`src/rtl/program_loader_pkg.sv`:
```
// ---------------------------------------------------------------------------
// program_loader_pkg : shared widths, FSM encoding, length check helper
// Rev 1.0
// ---------------------------------------------------------------------------
`default_nettype none

package program_loader_pkg;
  localparam int ADDRESS_BITS = 11;
  localparam int DATA_BITS    = 16;
  localparam int MEM_SIZE     = 2 ** ADDRESS_BITS;
  localparam int LEN_BYTES    = 2;
  localparam int LEN_BITS     = 8 * LEN_BYTES;
  // One extra bit so the index can reach MEM_SIZE without wrapping
  localparam int CNT_BITS     = ADDRESS_BITS + 1;

  typedef enum logic [3:0] {
    S_IDLE    = 4'd0,
    S_LEN_HI  = 4'd1,
    S_LEN_LO  = 4'd2,
    S_DATA_HI = 4'd3,
    S_DATA_LO = 4'd4,
    S_WRITE   = 4'd5,
    S_CHECK   = 4'd6,
    S_DONE    = 4'd7,
    S_ERROR   = 4'd8
  } state_e;

  function automatic logic len_too_big(input logic [LEN_BITS-1:0] n);
    return {1'b0, n} > (LEN_BITS + 1)'(MEM_SIZE);
  endfunction
endpackage

`default_nettype wire

```
`src/rtl/program_loader_if.sv`:
```
// ---------------------------------------------------------------------------
// program_loader_if : byte-stream input, program-memory write port, status
// Rev 1.0
// ---------------------------------------------------------------------------
`default_nettype none

interface program_loader_if;
  logic                                  i_start;
  logic [7:0]                            i_rx_data;
  logic                                  i_rx_valid;
  logic                                  o_wr_en;
  logic [program_loader_pkg::ADDRESS_BITS-1:0] o_wr_addr;
  logic [program_loader_pkg::DATA_BITS-1:0]    o_wr_data;
  logic                                  o_busy;
  logic                                  o_done;
  logic                                  o_error;

  modport slave (
    input  i_start, i_rx_data, i_rx_valid,
    output o_wr_en, o_wr_addr, o_wr_data, o_busy, o_done, o_error
  );

  modport master (
    output i_start, i_rx_data, i_rx_valid,
    input  o_wr_en, o_wr_addr, o_wr_data, o_busy, o_done, o_error
  );
endinterface

`default_nettype wire

```
`src/rtl/program_loader_word_assembler.sv`:
```
// ---------------------------------------------------------------------------
// program_loader_word_assembler : hi-byte latch and data-byte XOR accumulator
// Rev 1.0   (accumulator present with PROGRAM_LOADER_CHECKSUM_EN)
// ---------------------------------------------------------------------------
`default_nettype none

module program_loader_word_assembler
  import program_loader_pkg::*;
(
  input  logic                 clk,
  input  logic                 rst,
  input  logic                 clear_i,
  input  logic                 hi_en_i,
`ifdef PROGRAM_LOADER_CHECKSUM_EN
  input  logic                 acc_en_i,
  output logic [7:0]           xsum_o,
`endif
  input  logic [7:0]           byte_i,
  output logic [DATA_BITS-1:0] word_o
);
  logic [7:0] hi_q;

  always_ff @(posedge clk or posedge rst) begin
    if (rst) begin
      hi_q <= '0;
    end else if (clear_i) begin
      hi_q <= '0;
    end else if (hi_en_i) begin
      hi_q <= byte_i;
    end
  end

  // Low byte is taken straight from the incoming byte; the top registers the word
  assign word_o = {hi_q, byte_i};

`ifdef PROGRAM_LOADER_CHECKSUM_EN
  logic [7:0] xsum_q;

  always_ff @(posedge clk or posedge rst) begin
    if (rst) begin
      xsum_q <= '0;
    end else if (clear_i) begin
      xsum_q <= '0;
    end else if (acc_en_i) begin
      xsum_q <= xsum_q ^ byte_i;
    end
  end

  assign xsum_o = xsum_q;
`endif
endmodule

`default_nettype wire

```
`src/rtl/program_loader.sv`:
```
// ---------------------------------------------------------------------------
// program_loader : assembles a length-prefixed byte stream into program words
// Rev 1.0   (optional trailing checksum: PROGRAM_LOADER_CHECKSUM_EN)
// ---------------------------------------------------------------------------
`default_nettype none

module program_loader
  import program_loader_pkg::*;
(
  input  logic            clk,
  input  logic            rst,
  program_loader_if.slave bus
);
  state_e                  state_q;
  logic [7:0]              len_hi_q;
  logic [LEN_BITS-1:0]     len_q;
  logic [CNT_BITS-1:0]     idx_q;
  logic                    wr_en_q;
  logic [ADDRESS_BITS-1:0] wr_addr_q;
  logic [DATA_BITS-1:0]    wr_data_q;
  logic                    busy_q;
  logic                    done_q;
  logic                    error_q;

  logic                    w_accept;
  logic                    w_hi_en;
  logic [DATA_BITS-1:0]    w_word;
  logic [LEN_BITS-1:0]     len_d;
  logic [CNT_BITS-1:0]     idx_d;

  assign w_accept = (state_q == S_IDLE) && bus.i_start;
  assign w_hi_en  = (state_q == S_DATA_HI) && bus.i_rx_valid;
  assign len_d    = {len_hi_q, bus.i_rx_data};
  assign idx_d    = idx_q + CNT_BITS'(1);

`ifdef PROGRAM_LOADER_CHECKSUM_EN
  logic       w_acc_en;
  logic [7:0] w_xsum;

  assign w_acc_en = ((state_q == S_DATA_HI) || (state_q == S_DATA_LO)) && bus.i_rx_valid;
`endif

  program_loader_word_assembler u_asm (
    .clk      (clk),
    .rst      (rst),
    .clear_i  (w_accept),
    .hi_en_i  (w_hi_en),
`ifdef PROGRAM_LOADER_CHECKSUM_EN
    .acc_en_i (w_acc_en),
    .xsum_o   (w_xsum),
`endif
    .byte_i   (bus.i_rx_data),
    .word_o   (w_word)
  );

  always_ff @(posedge clk or posedge rst) begin
    if (rst) begin
      state_q   <= S_IDLE;
      len_hi_q  <= '0;
      len_q     <= '0;
      idx_q     <= '0;
      wr_en_q   <= 1'b0;
      wr_addr_q <= '0;
      wr_data_q <= '0;
      busy_q    <= 1'b0;
      done_q    <= 1'b0;
      error_q   <= 1'b0;
    end else begin
      wr_en_q <= 1'b0;
      case (state_q)
        S_IDLE: begin
          if (bus.i_start) begin
            busy_q  <= 1'b1;
            done_q  <= 1'b0;
            error_q <= 1'b0;
            idx_q   <= '0;
            state_q <= S_LEN_HI;
          end
        end
        S_LEN_HI: begin
          if (bus.i_rx_valid) begin
            len_hi_q <= bus.i_rx_data;
            state_q  <= S_LEN_LO;
          end
        end
        S_LEN_LO: begin
          if (bus.i_rx_valid) begin
            len_q <= len_d;
            if (len_too_big(len_d)) begin
              state_q <= S_ERROR;
            end else if (len_d == '0) begin
              state_q <= S_DONE;
            end else begin
              state_q <= S_DATA_HI;
            end
          end
        end
        S_DATA_HI: begin
          if (bus.i_rx_valid) begin
            state_q <= S_DATA_LO;
          end
        end
        S_DATA_LO: begin
          if (bus.i_rx_valid) begin
            wr_en_q   <= 1'b1;
            wr_addr_q <= idx_q[ADDRESS_BITS-1:0];
            wr_data_q <= w_word;
            state_q   <= S_WRITE;
          end
        end
        S_WRITE: begin
          idx_q <= idx_d;
          // A byte landing here means the sender outran the write cycle
          if (bus.i_rx_valid) begin
            state_q <= S_ERROR;
          end else if (LEN_BITS'(idx_d) == len_q) begin
`ifdef PROGRAM_LOADER_CHECKSUM_EN
            state_q <= S_CHECK;
`else
            state_q <= S_DONE;
`endif
          end else begin
            state_q <= S_DATA_HI;
          end
        end
`ifdef PROGRAM_LOADER_CHECKSUM_EN
        S_CHECK: begin
          if (bus.i_rx_valid) begin
            state_q <= (bus.i_rx_data == w_xsum) ? S_DONE : S_ERROR;
          end
        end
`endif
        S_DONE: begin
          busy_q  <= 1'b0;
          done_q  <= 1'b1;
          state_q <= S_IDLE;
        end
        S_ERROR: begin
          busy_q  <= 1'b0;
          error_q <= 1'b1;
          state_q <= S_IDLE;
        end
        default: begin
          state_q <= S_IDLE;
        end
      endcase
    end
  end

  assign bus.o_wr_en   = wr_en_q;
  assign bus.o_wr_addr = wr_addr_q;
  assign bus.o_wr_data = wr_data_q;
  assign bus.o_busy    = busy_q;
  assign bus.o_done    = done_q;
  assign bus.o_error   = error_q;
endmodule

`default_nettype wire
```
`src/flat_wrapper.sv`:
```
// flat-port wrapper written by rule: the top's interface ports become plain ports
module program_loader_flat import program_loader_pkg::*;
  (clk, rst, bus_i_start, bus_i_rx_data, bus_i_rx_valid, bus_o_wr_en, bus_o_wr_addr, bus_o_wr_data, bus_o_busy, bus_o_done, bus_o_error);
  program_loader_if bus_i ();
  input  logic clk;
  input  logic rst;
  input wire logic [$bits(bus_i.i_start)-1:0] bus_i_start;
  input wire logic [$bits(bus_i.i_rx_data)-1:0] bus_i_rx_data;
  input wire logic [$bits(bus_i.i_rx_valid)-1:0] bus_i_rx_valid;
  output wire logic [$bits(bus_i.o_wr_en)-1:0] bus_o_wr_en;
  output wire logic [$bits(bus_i.o_wr_addr)-1:0] bus_o_wr_addr;
  output wire logic [$bits(bus_i.o_wr_data)-1:0] bus_o_wr_data;
  output wire logic [$bits(bus_i.o_busy)-1:0] bus_o_busy;
  output wire logic [$bits(bus_i.o_done)-1:0] bus_o_done;
  output wire logic [$bits(bus_i.o_error)-1:0] bus_o_error;
  assign bus_i.i_start = bus_i_start;
  assign bus_i.i_rx_data = bus_i_rx_data;
  assign bus_i.i_rx_valid = bus_i_rx_valid;
  assign bus_o_wr_en = bus_i.o_wr_en;
  assign bus_o_wr_addr = bus_i.o_wr_addr;
  assign bus_o_wr_data = bus_i.o_wr_data;
  assign bus_o_busy = bus_i.o_busy;
  assign bus_o_done = bus_i.o_done;
  assign bus_o_error = bus_i.o_error;
  program_loader u_core (.clk(clk), .rst(rst), .bus(bus_i));
endmodule
```
`config.mk`:
```
export PLATFORM = sky130hd
export DESIGN_NAME = program_loader_flat
export DESIGN_NICKNAME = d
export VERILOG_FILES = /design/src/rtl/program_loader_pkg.sv /design/src/rtl/program_loader_if.sv /design/src/rtl/program_loader_word_assembler.sv /design/src/rtl/program_loader.sv /design/src/flat_wrapper.sv
export SDC_FILE = /design/constraint.sdc
export NUM_CORES = 1
export LEC_CHECK = 0
export ABC_AREA = 1
export ABC_CLOCK_PERIOD_IN_PS = 6270
export CAP_MARGIN = 20
export CELL_PAD_IN_SITES_DETAIL_PLACEMENT = 0
export CELL_PAD_IN_SITES_GLOBAL_PLACEMENT = 1
export CORE_ASPECT_RATIO = 1.4
export CORE_UTILIZATION = 45
export DETAILED_ROUTE_END_ITERATION = 8
export PLACE_DENSITY = 0.92
export SLEW_MARGIN = 30
export SYNTH_ARGS = -nofsm -noshare
export SYNTH_HDL_FRONTEND = slang
export SYNTH_HIERARCHICAL = 1
export SYNTH_SLANG_ARGS = --single-unit
```
`constraint.sdc`:
```
create_clock -name clk -period 6.27 [get_ports clk]
set_input_delay 1.5675 -clock clk [delete_from_list [all_inputs] [get_ports clk]]
set_output_delay 1.5675 -clock clk [all_outputs]
set_load 0.02 [all_outputs]
```
Word level (Yosys, flattened, before mapping)
Cells that the tools add are included.

Equality and inequality tests: 13. Muxes and demuxes: 21. $add $sub $neg: 1. Reduce and logical (&&, ||, !) cells: 18. Order comparisons: 1.

Operators with widths (count): two-way mux 4 bit (7); one-hot mux 12 bit (2 select lines) (1); one-hot mux 4 bit (6 select lines) (1); == test 12 x 16 -> 1 bit (1); > comparator 16 x 12 -> 1 bit (second input constant) (1); logical NOT 16 bit (1); two-way mux 8 bit (2); AND reduction 2 bit (7); adder 12 x 1 -> 12 bit (second input constant) (1); == test 4 x 3 -> 1 bit (second input constant) (3); two-way mux 12 bit (1); inequality test 2 bit (second input constant) (5); nonzero test 2 bit (5); == test 4 x 2 -> 1 bit (second input constant) (2); two-way mux 3 bit (2); one-hot mux 1 bit (2 select lines) (3); AND reduction 5 bit (1); == test 4 x 1 -> 1 bit (second input constant) (1); == test 4 bit (second input constant) (1); logical NOT 4 bit (1); two-way mux 1 bit (4); logical AND 1 bit (2); OR reduction 2 bit (1).

Word-level logic and storage cells: 65. Output and inout port bits: 31. Register bits: 79. Input bits: 12.

Longest topological paths before layout
Depth in word-level cells: 5. Depth in mapped cells: 13. Depth with buffers taken out: 13.

Modules after synthesis
Netlist, hierarchy kept.

Modules (own cells, without submodules): program_loader (area an instance 3354.5 sq um, times used 1, sequential area each 1776.7 sq um, cells each 415); program_loader_word_assembler (area an instance 399.1 sq um, times used 1, sequential area each 200.2 sq um, cells each 44).

Least setup slack after synthesis
No wires, ideal clock.

Kind: input to register. Start point: input bus_i_start. End point: register u_core.idx_q[10]. Stages on the path: 6. Path buffers: 1. Required time: 6130 ps. Path slack: 3654 ps. Arrival time: 2476 ps. Setup time: 140 ps. Path through: inv_1 -> nor2_1 -> inv_1 -> nand2_1 -> buf_2 -> o22ai_1.

Cells in the longest elaborated chain, start to end: 2.

Ends and longest elaborated chain: start, declared (RTL line flat_wrapper.sv:7) `input wire logic [$bits(bus_i.i_start)-1:0] bus_i_start;`; inequality test 2 bit (no source line); AND reduction 2 bit (no source line); end signal, assigned (RTL line program_loader.sv:112) `idx_q <= idx_d;`; end, declared (RTL line program_loader.sv:17) `logic [CNT_BITS-1:0] idx_q;`.

No other way between the ends. A chain may end at the register's enable or synchronous reset.

Worst setup path after layout
Start point: input bus_i_rx_valid. End point: register u_core.u_asm.hi_q[1].

Cells in the longest elaborated chain, start to end: 2.

Ends and longest elaborated chain: start, declared (RTL line flat_wrapper.sv:9) `input wire logic [$bits(bus_i.i_rx_valid)-1:0] bus_i_rx_valid;`; logical AND 1 bit (RTL line program_loader.sv:32) `assign w_hi_en = (state_q == S_DATA_HI) && bus.i_rx_valid;`; named net u_core.w_hi_en (RTL line program_loader.sv:26) `logic w_hi_en;`; nonzero test 2 bit (no source line); end signal, assigned (RTL line program_loader_word_assembler.sv:29) `hi_q <= byte_i;`; end, declared (RTL line program_loader_word_assembler.sv:21) `logic [7:0] hi_q;`.

The timed path passes the listed nets, and every way through them passes these cells.

==> run summary <==
Area contributors post-synth: dfrtp_1 53%, nand2_1 17%, nand3_1 5.1%
Yosys top cell area share: 52.7%
DR pass1 iterations: 4
Synth cell types: 30
status: finished, final reports clean
worst vdd ir: 0.000228 V
Post-synth ARST share: 100%
Worst EP arrival: 3.31 ns
Reg clk slew, reported paths: 0.06 ns
Num CTS Buffers: 9
clock buffer depth: 2
first-pass GRT wire length: 13900 um
Setup Buffers After CTS: 0
cts hold-fix bufs: 0
RR Endpoint: u_core/len_q[2]
detailed placement HPWL: 5920 um
crit path max fanout: 9
Fin Hold WS: 0.479 ns
Final ANT Viol Nets: 0
Seq/Total Area, Yosys: 52.7%
count of final setup violators: 0
Final Hold Viols: 0
root cell of the clock tree: clkbuf_16
synthesis-to-layout area growth: 20.0%
ANT cells: 0
antenna violations before repair: 0
Power Total: 2.04 mW
vias in the first global route: 2921
Post-synth top cells: 171 x nand2_1, 79 x dfrtp_1, 43 x inv_1, 38 x nand3_1, 37 x o21ai_0
Die Area: 8720 um^2
CTS Sinks: 79
Critical path origin: bus_i_rx_valid
CTS tree: yes
Skew-Pair Late Insertion Delay: 0.33 ns
pin count of the biggest net entering global routing: 60
Post-synth EDFFs: 0
worst min path class: flop to flop
post-route cell area: 4500 um^2
area post-placement: 4180 um^2
Ys Warns: 6
Setup CP Type: input pin to flop
Static Leak: 2.20 nW
Starting Density: 46.3%
area leader, netlist: dfrtp_1
Slew headroom: 39.4%
Post-Syn Nets: 472
final wirelength: 8440 um
most frequent cell after synthesis: nand2_1
dpl ws: 2.88 ns
Congestion Overflow GR: 0
IO Count: 43
FP Rows: 39
share of cells above drive strength 1: 7.43%
IO buf count: 42
Synth Instances: 459
Vert. Die Dim: 110 um
CTS H-tree lvls: 3
crit path time final: 3.05 ns
die width: 79.2 um
Post-Syn Area: 3750 um^2
DRC: 0
ys flop type: dfrtp_1
total negative slack: 0 ns
Peak Freq: 0.328 GHz
Required @ worst endpoint: 6.53 ns
core area: 8100 um^2
synthesized flop and latch total: 79
Critical R2R Launch: u_core/state_q[3]
CP endpoint kind: flop
Final Max Tran Viols: 0
Setup crit end: u_core/u_asm/hi_q[1]
power per cell area: 452 nW/um^2
routability cong.: 0.974
R2R cell count: 5
Hold Crit Depth: 2
Total GRT Usage: 21.2%
FF-to-FF setup slack: 4.17 ns
skew final: 0.00494 ns
startpoint types: input pin
final worst slack: 3.22 ns
Tcrit/Tclk final: 48.7%
Slew @ Worst Pin: 0.906 ns
max_cap viols: 0
routed vias/inst: 5.09
Post-CTS Resized: 0
layout net count: 506
Avg WL per Cell: 14.1 um
via count: 3055
Avg Cell Area, Syn: 8.18 um^2
DR iter-0 viols: 191
RSZ-0062 raised after global routing: no
[routing by layer]
layer	GRT usage (%)	share of wire (%)	wire, um
met5	0	0	0
met4	9.61	1.6	135
met3	4.69	4.6	388
met2	37.0	52	4410
met1	24.9	41	3500
[logic make-up (layout without fill, tap and decap cells)]
group | after synthesis | count (layout) | share of synthesized area [%]
AO/OA/AOI/OAI | 56 | 56 | 7.90
XOR/XNOR | 2 | 2 | 0.467
adder cells (fa/ha/maj) | 1 | 1 | 0.333
buffers and inverters | 68 | 107 | 8.23
flip-flops | 79 | 79 | 52.7
multiplexers | 1 | 1 | 0.300
AND/OR/NAND/NOR | 252 | 252 | 30.1
[worst min path at each step]
stage / start / end / slack (ns)
6_report: u_core/bus.o_wr_data[3] / u_core/bus.o_wr_data[3] / 0.48
5_1_grt: u_core/bus.o_wr_data[8] / u_core/bus.o_wr_data[8] / 0.49
4_1_cts: u_core/u_asm/hi_q[3] / u_core/u_asm/hi_q[3] / 0.48
3_5_place_dp: u_core/bus.o_wr_data[3] / u_core/bus.o_wr_data[3] / 0.46
3_3_place_gp: u_core/bus.o_wr_data[11] / u_core/bus.o_wr_data[11] / 0.46
2_1_floorplan: u_core/u_asm/hi_q[0] / u_core/u_asm/hi_q[0] / 0.44
[power breakdown]
part           switching [mW]  total [mW]  internal [mW]
sequential              0.119       0.807          0.688
combinational           0.398       0.672          0.275
clock                   0.200       0.558          0.358
total                   0.717        2.04           1.32
[flip-flops by register name (all words and copies together) (netlist names)]
signal                flops
u_core/bus.o_done         1
u_core/u_asm/hi_q         8
u_core/bus.o_wr_en        1
u_core/len_hi_q           8
u_core/len_q             16
u_core/bus.o_wr_data     16
u_core/bus.o_error        1
u_core/bus.o_wr_addr     11
u_core/idx_q             12
u_core/bus.o_busy         1
u_core/state_q            4
[metrics by stage]
stage / utilization [%] / cells
final: 55.6 / 600
after global routing: 55.6 / 600
after CTS: 55.6 / 600
after detailed placement: 51.6 / 584
after global placement: 51.6 / 584
after floorplan: - / 459
[placed cells by master, fill, tap and decap left out, types with 2 or more instances in the layout]
cell             Yosys  layout
a21oi_1              2       2
bufinv_16            0       2
clkbuf_16            0       9
clkdlybuf4s50_1      0      42
clkinv_2             0       3
dfrtp_1             79      79
inv_1               43      42
inv_2                5       6
nand2_1            171     171
nand3_1             38      38
nand3b_1             5       5
nand4_1              5       5
nor2_1              16      16
nor2_2               2       2
nor2_4               6       6
nor2_8               2       2
nor3_1               3       3
o21ai_0             37      37
o21ai_1              5       5
o22ai_1             10      10
[critical path, cell delays in order]
cell and delay (ns):
clkdlybuf4s50_1 0.55, inv_1 0.15, nor2_1 0.73, nand3_1 0.20, nand2_1 0.12
[area by class of cell]
type	instances	area, um^2
Clock buffer	10	239
Clock inverter	6	83.8
Fill cell	793	3600
Inverter	48	180
Multi-Input combinational cell	312	1470
Sequential cell	79	1980
Tap cell	102	128
Timing Repair Buffer	43	428
No activity file was read; power rests on OpenSTA's default activity.
